<file path="src/rtl/imm_field_stage.sv">
// rtl/imm_field_stage.sv - IF/ID register with immediate-field extraction; IMM_STAGE_STATS_EN adds stall/flush counters
module imm_field_stage #(
  parameter int XLEN    = 32,
  parameter int FIELD_W = 21
) (
  input  logic               clk,
  input  logic               rst,
  input  logic               in_valid,
  output logic               in_ready,
  input  logic [XLEN-1:0]    in_inst,
  input  logic [XLEN-1:0]    in_pc,
  input  logic               flush,
  output logic               out_valid,
  input  logic               out_ready,
  output logic [XLEN-1:0]    out_inst,
  output logic [XLEN-1:0]    out_pc,
  output logic [2:0]         imm_sel,
  output logic [FIELD_W-1:0] imm_field,
`ifdef IMM_STAGE_STATS_EN
  output logic [31:0]        stall_cnt,
  output logic [31:0]        flush_cnt,
`endif
  output logic [4:0]         imm_width
);

  localparam logic [2:0] SEL_NONE = 3'd0;
  localparam logic [2:0] SEL_I    = 3'd1;
  localparam logic [2:0] SEL_S    = 3'd2;
  localparam logic [2:0] SEL_B    = 3'd3;
  localparam logic [2:0] SEL_U    = 3'd4;
  localparam logic [2:0] SEL_J    = 3'd5;

  localparam logic [XLEN-1:0] NOP_INST = XLEN'(32'h0000_0013);

  logic        load;
  logic [2:0]  dec_sel;
  logic [20:0] dec_field;
  logic [4:0]  dec_width;

  // The stage can take a beat whenever its slot is empty, being drained, or being flushed
  assign in_ready = !out_valid | out_ready | flush;
  assign load     = in_valid & in_ready & !flush;

  // Classify the incoming opcode and gather the raw immediate bits right-aligned
  always_comb begin
    dec_sel   = SEL_NONE;
    dec_field = '0;
    dec_width = 5'd0;
    case (in_inst[6:0])
      7'b0010011, 7'b0000011, 7'b1100111, 7'b1110011: begin
        dec_sel   = SEL_I;
        dec_field = {9'b0, in_inst[31:20]};
        dec_width = 5'd12;
      end
      7'b0100011: begin
        dec_sel   = SEL_S;
        dec_field = {9'b0, in_inst[31:25], in_inst[11:7]};
        dec_width = 5'd12;
      end
      7'b1100011: begin
        dec_sel   = SEL_B;
        dec_field = {8'b0, in_inst[31], in_inst[7], in_inst[30:25], in_inst[11:8], 1'b0};
        dec_width = 5'd13;
      end
      7'b0110111, 7'b0010111: begin
        // Upper 20 bits only; the consumer applies the 12-bit left shift
        dec_sel   = SEL_U;
        dec_field = {1'b0, in_inst[31:12]};
        dec_width = 5'd20;
      end
      7'b1101111: begin
        dec_sel   = SEL_J;
        dec_field = {in_inst[31], in_inst[19:12], in_inst[20], in_inst[30:21], 1'b0};
        dec_width = 5'd21;
      end
      default: begin
        dec_sel   = SEL_NONE;
        dec_field = '0;
        dec_width = 5'd0;
      end
    endcase
  end

  // Entry register: reset beats flush, flush beats load, load beats drain
  always_ff @(posedge clk) begin
    if (rst) begin
      out_valid <= 1'b0;
      out_inst  <= NOP_INST;
      out_pc    <= '0;
      imm_sel   <= SEL_NONE;
      imm_field <= '0;
      imm_width <= 5'd0;
    end else if (flush) begin
      out_valid <= 1'b0;
    end else if (load) begin
      out_valid <= 1'b1;
      out_inst  <= in_inst;
      out_pc    <= in_pc;
      imm_sel   <= dec_sel;
      imm_field <= FIELD_W'(dec_field);
      imm_width <= dec_width;
    end else if (out_valid & out_ready) begin
      out_valid <= 1'b0;
    end
  end

`ifdef IMM_STAGE_STATS_EN
  // Event counters: cycles stalled by decode, and cycles where a flush discarded live work
  always_ff @(posedge clk) begin
    if (rst) begin
      stall_cnt <= '0;
      flush_cnt <= '0;
    end else begin
      if (out_valid & !out_ready)
        stall_cnt <= stall_cnt + 32'd1;
      if (flush & (out_valid | in_valid))
        flush_cnt <= flush_cnt + 32'd1;
    end
  end
`endif

endmodule

</file>
<file path="config.mk">
export PLATFORM = sky130hd
export DESIGN_NAME = imm_field_stage
export DESIGN_NICKNAME = d
export VERILOG_FILES = /design/src/rtl/imm_field_stage.sv
export SDC_FILE = /design/constraint.sdc
export NUM_CORES = 1
export LEC_CHECK = 0
export BUFFER_PORTS_ARGS = -buffer_cell sky130_fd_sc_hd__buf_4
export CAP_MARGIN = 20
export CORE_MARGIN = 4
export CORE_UTILIZATION = 51
export DETAILED_ROUTE_END_ITERATION = 7
export PLACE_DENSITY = 0.94
export SYNTH_ARGS = -nofsm -noshare
export SYNTH_HDL_FRONTEND = slang
export SYNTH_SLANG_ARGS = --single-unit
export TNS_END_PERCENT = 5
</file>
<file path="constraint.sdc">
create_clock -name clk -period 4.3 [get_ports clk]
set_clock_uncertainty 0.1 [all_clocks]
set_input_delay 0.215 -clock clk [delete_from_list [all_inputs] [get_ports clk]]
set_output_delay 0.215 -clock clk [all_outputs]
set_load 0.02 [all_outputs]
</file>
# After elaboration in Yosys (flattened, before gate mapping)

Index checks and enable logic that the tools add are counted.

Bitwise gates (word level): 6
Eq/ne operators: 9
Reductions and logical operators: 8
Multiplexer cells: 5

Operators by type and width:

| operator             | count |
|---|---|
| $pmux W21 S5         | 1 |
| $eq A7 B7 Y1 const B | 4 |
| $pmux W5 S4          | 1 |
| $pmux W3 S5          | 1 |
| $eq A7 B5 Y1 const B | 2 |
| $eq A7 B6 Y1 const B | 2 |
| $eq A7 B2 Y1 const B | 1 |
| $reduce_or A5 Y1     | 1 |
| $reduce_or A2 Y1     | 2 |
| $reduce_or A4 Y1     | 1 |
| $and A1 B1 Y1        | 3 |
| $logic_not A1 Y1     | 2 |
| $mux W1              | 2 |
| $or A1 B1 Y1         | 2 |
| $reduce_and A2 Y1    | 1 |
| $reduce_bool A2 Y1   | 1 |
| $not A1 Y1           | 1 |

Bits of input ports: 69
Output and inout bits: 95
Register bits: 94
Word-level logic and storage cells: 34

# Depth between registers and ports, before layout

Depth after elaboration: 6
Gate-level depth with buffers: 7
Mapped depth without buffers: 4

# Least setup slack after synthesis

Ideal clock, no wire load.

Path kind: register to register
Start point: register out_valid
End point: register out_pc[18]
Required time: 4130 ps
Period minus slack after synthesis: 1567 ps
Cell stages (with the launch flop): 8
Path slack: 2733 ps
Library setup time: 70 ps
Arrival time: 1396 ps
Path buffers: 3
Path through: dfxtp_1 > nand2b_1 > nand2b_1 > buf_2 > buf_2 > buf_1 > nand2_1 > a21oi_1

Cells in the longest elaborated chain, start to end: 6

RTL lines:

| item                               | line | RTL |
|---|---|---|
| start: declaration                 | 13   | `output logic out_valid,` |
| start signal: assignment           | 87   | `out_valid <= 1'b0;` |
| start signal: assignment           | 94   | `out_valid <= 1'b0;` |
| start signal: assignment           | 96   | `out_valid <= 1'b1;` |
| $logic_not A1 Y1                   | 41   | `assign in_ready = !out_valid \| out_ready \| flush;` |
| $or A1 B1 Y1 (2 in a row)          | 41   |  |
| $and A1 B1 Y1 (2 in a row)         | 42   | `assign load = in_valid & in_ready & !flush;` |
| $reduce_and A2 Y1 (no source line) | n/a  |  |
| end signal: assignment             | 98   | `out_pc <= in_pc;` |
| end: declaration                   | 16   | `output logic [XLEN-1:0] out_pc,` |

No other way between the ends.
A chain may end at the register's enable or synchronous reset.

# Worst setup path after layout

Start point: register out_valid
End point: register out_pc[8]

The elaborated chain is that of the path after synthesis.

==> impl_metrics.csv <==
group,metric,value,unit
grt,grt_overflow,0,
clock_tree,htreeDepth,3,
route,met2_length,5580,um
die,coreArea,6940,um2
sta,min_period,2.13,ns
run_status,status,"completed",
logic_synthesis,yosysTopAreaCellShare,0.499,
logic_synthesis,syn_area,3730,um2
clock_tree,cts_root_buffer,"clkbuf_8",
worst_hold_path,hp-class,"input pin to flop",
logic_synthesis,netlist.top_cell.by_area,"dfxtp_1",
worst_setup_path,cp_data_required_time,4.48,ns
clock_tree,clock_latency,0.35,ns
sta,clock.fmax,470,MHz
power_and_ir_drop,p_per_area,336,nW/um2
die,dieArea,8740,um2
worst_setup_path,path_max_fanout,50,
route,drt_iter0_markers,230,
logic_synthesis,synthTopCellsByArea,"dfxtp_1 (50%), nand2_1 (14%), a21oi_1 (9.5%)",
finish,nets,666,
sta,post-route-period-util,0.495,
die,fp.dieW,93.5,um
clock_tree,cts_buffer_depth,2,
route,vias,3765,
finish,drive_gt1_frac,0.337,
grt,grt_max_degree,76,
grt,grt_pass1_wl,17900,um
die,rows,30,
grt,grt_pass1_vias,3601,
worst_setup_path,cp.arrival,2.31,ns
worst_setup_path,setup.worst_path.start_class,"flop",
logic_synthesis,postSynthCellCount,447,
logic_synthesis,synth_flop_cell,"dfxtp_1",
placed_design,dpl_cell_area,4930,um2
sta,slew_viol_final,0,
clock_tree,cts-buffers-inserted,9,
sta,rsz0062_at_grt,"no",
logic_synthesis,synth-edff-count,0,
logic_synthesis,synth_area_per_cell,8.34,um2
logic_synthesis,syn-num-nets,516,
grt,antenna_found_initial,0,
route,routedWlPerCell,16.8,um
clock_tree,clkTransAtPathRegs,0.10,ns
route,detail-route-antenna-nets,0,
placed_design,hpwl,8200,um
worst_setup_path,r2r_slack,2.17,ns
sta,slew_headroom,0.306,
finish,final_cell_mix,"buf_4 (165), nand2_1 (137), dfxtp_1 (93), a21oi_1 (71), nor2_1 (17)",
worst_setup_path,cp-end-kind,"flop",
route,finalWirelength,11800,um
route,drt-met1-wl,4690,um
placed_design,port_buffers,162,
finish,final_common_cell,"buf_4",
route,wl_met3,1280,um
clock_tree,cts.sinks,93,
sta,fin_setup_tns,0,ns
die,io_pins,164,
logic_synthesis,async_flop_share,0,
route,remaining_drc_errors,0,
die,start_util,0.537,
logic_synthesis,synth_cell_types,43,
sta,setup_viol_count_final,0,
route,via_per_inst,5.39,
finish,utilization,0.753,
route,top_layer,"met4",
grt,track_usage,0.257,
die,die_y,93.5,um
route,drtPass1Iterations,5,
sta,worstMarginPinSlew,1.04,ns
power_and_ir_drop,p_leak,2.20,nW
placed_design,gp_congestion,0.851,
clock_tree,cts_tree,"yes",
logic_synthesis,yosysWarnings,0,
finish,stdcell_area,5230,um2
worst_setup_path,critPathKind,"flop to flop",
power_and_ir_drop,ir_worst_vdd,0.201,mV
finish,area_growth,40.3,%
clock_tree,postCtsSetupBuffers,0,
logic_synthesis,ys_ff_latch,93,
sta,hold_viol,0,
logic_synthesis,ys_seq_area_frac,0.499,
run,cap_violations,0,
## area by class of cell
type	instances	area (um2)
diodes	1	2.50
clock buffers	11	141
clock inverters	5	42.5
fillers	487	1710
inverters	3	11.3
multi-input cells	314	1700
flip-flops and latches	93	1860
well taps	96	120
repair buffers	176	1350
## Yosys cell counts, types with 2 or more instances
library cell / number
nand2b_1: 5
nor3_1: 5
o2bb2ai_1: 2
o2bb2ai_2: 10
nor2_1: 17
o21a_1: 2
clkbuf_1: 15
buf_4: 2
buf_2: 18
inv_1: 3
a211oi_1: 11
a21oi_1: 71
nand2_1: 137
a222oi_1: 2
nand3_1: 7
a22oi_1: 7
nor3_4: 2
a221oi_1: 4
o21ai_0: 10
nand3b_1: 2
dfxtp_1: 93
## registers in the layout, summed over array words and instances, names as in the netlist
register   cells
out_pc        32
out_inst      32
imm_field     21
out_valid      1
imm_sel        3
imm_width      4
## stage by stage
| stage | setup slack [ns] | power, W | std cells | hold WS (ns) |
|---|---|---|---|---|
| final | 2.17 | 0.00176 | 699 | 0.00698 |
| after global routing | 2.05 | 0.00184 | 698 | 0.00620 |
| after CTS | 1.88 | 0.00176 | 696 | 0.00137 |
| after detailed placement | 1.84 | 0.00122 | 671 | 0.348 |
| after global placement | 1.99 | 0.00121 | 670 | 0.341 |
| after floorplan | 2.73 | 0.00108 | 447 | 0.238 |
## logic make-up (layout without fill, tap and decap cells)
kind of cell	after synthesis	in the layout	share of synthesized area
buffers and inverters	40	195	0.0503
xor gates and xnor gates	1	1	0.00235
DFF	93	93	0.499
AOI/OAI and AO/OA	125	125	0.224
and+or+nand+nor	187	187	0.223
other	1	2	0.00101
## critical path, cell delays in order, from the launching register on
cell      delay [ns]
dfxtp_1         0.36
nand2b_1        0.12
nand2b_2        0.72
buf_4           0.45
nand2_1         0.11
a21oi_1         0.16
## where the power goes
| group | internal [W] | switching [W] |
|---|---|---|
| logic | 0.000129 | 0.000169 |
| clock network | 0.000234 | 0.000308 |
| registers | 0.000898 | 0.0000209 |
| total | 0.00126 | 0.000498 |
## metal layers
layer	up-vias	global-route usage
met1	1721	0.322
li1	1818	-
met3	20	0.0700
met5	-	0
met2	206	0.428
met4	0	0.0842
## final timing paths
check | start | end | cells after the start
setup / recovery | out_valid | out_pc[8] | 5
hold / removal | in_pc[30] | out_pc[30] | 3
setup reg to reg | out_valid | out_pc[8] | 5
hold reg to reg | out_inst[28] | out_inst[28] | 2
## timing repair
item	in CTS	in global routing
gates resized for setup	0	0
hold buffers	9	0
hold endpoints to repair	9	0
(Power assumes the default switching activity.)
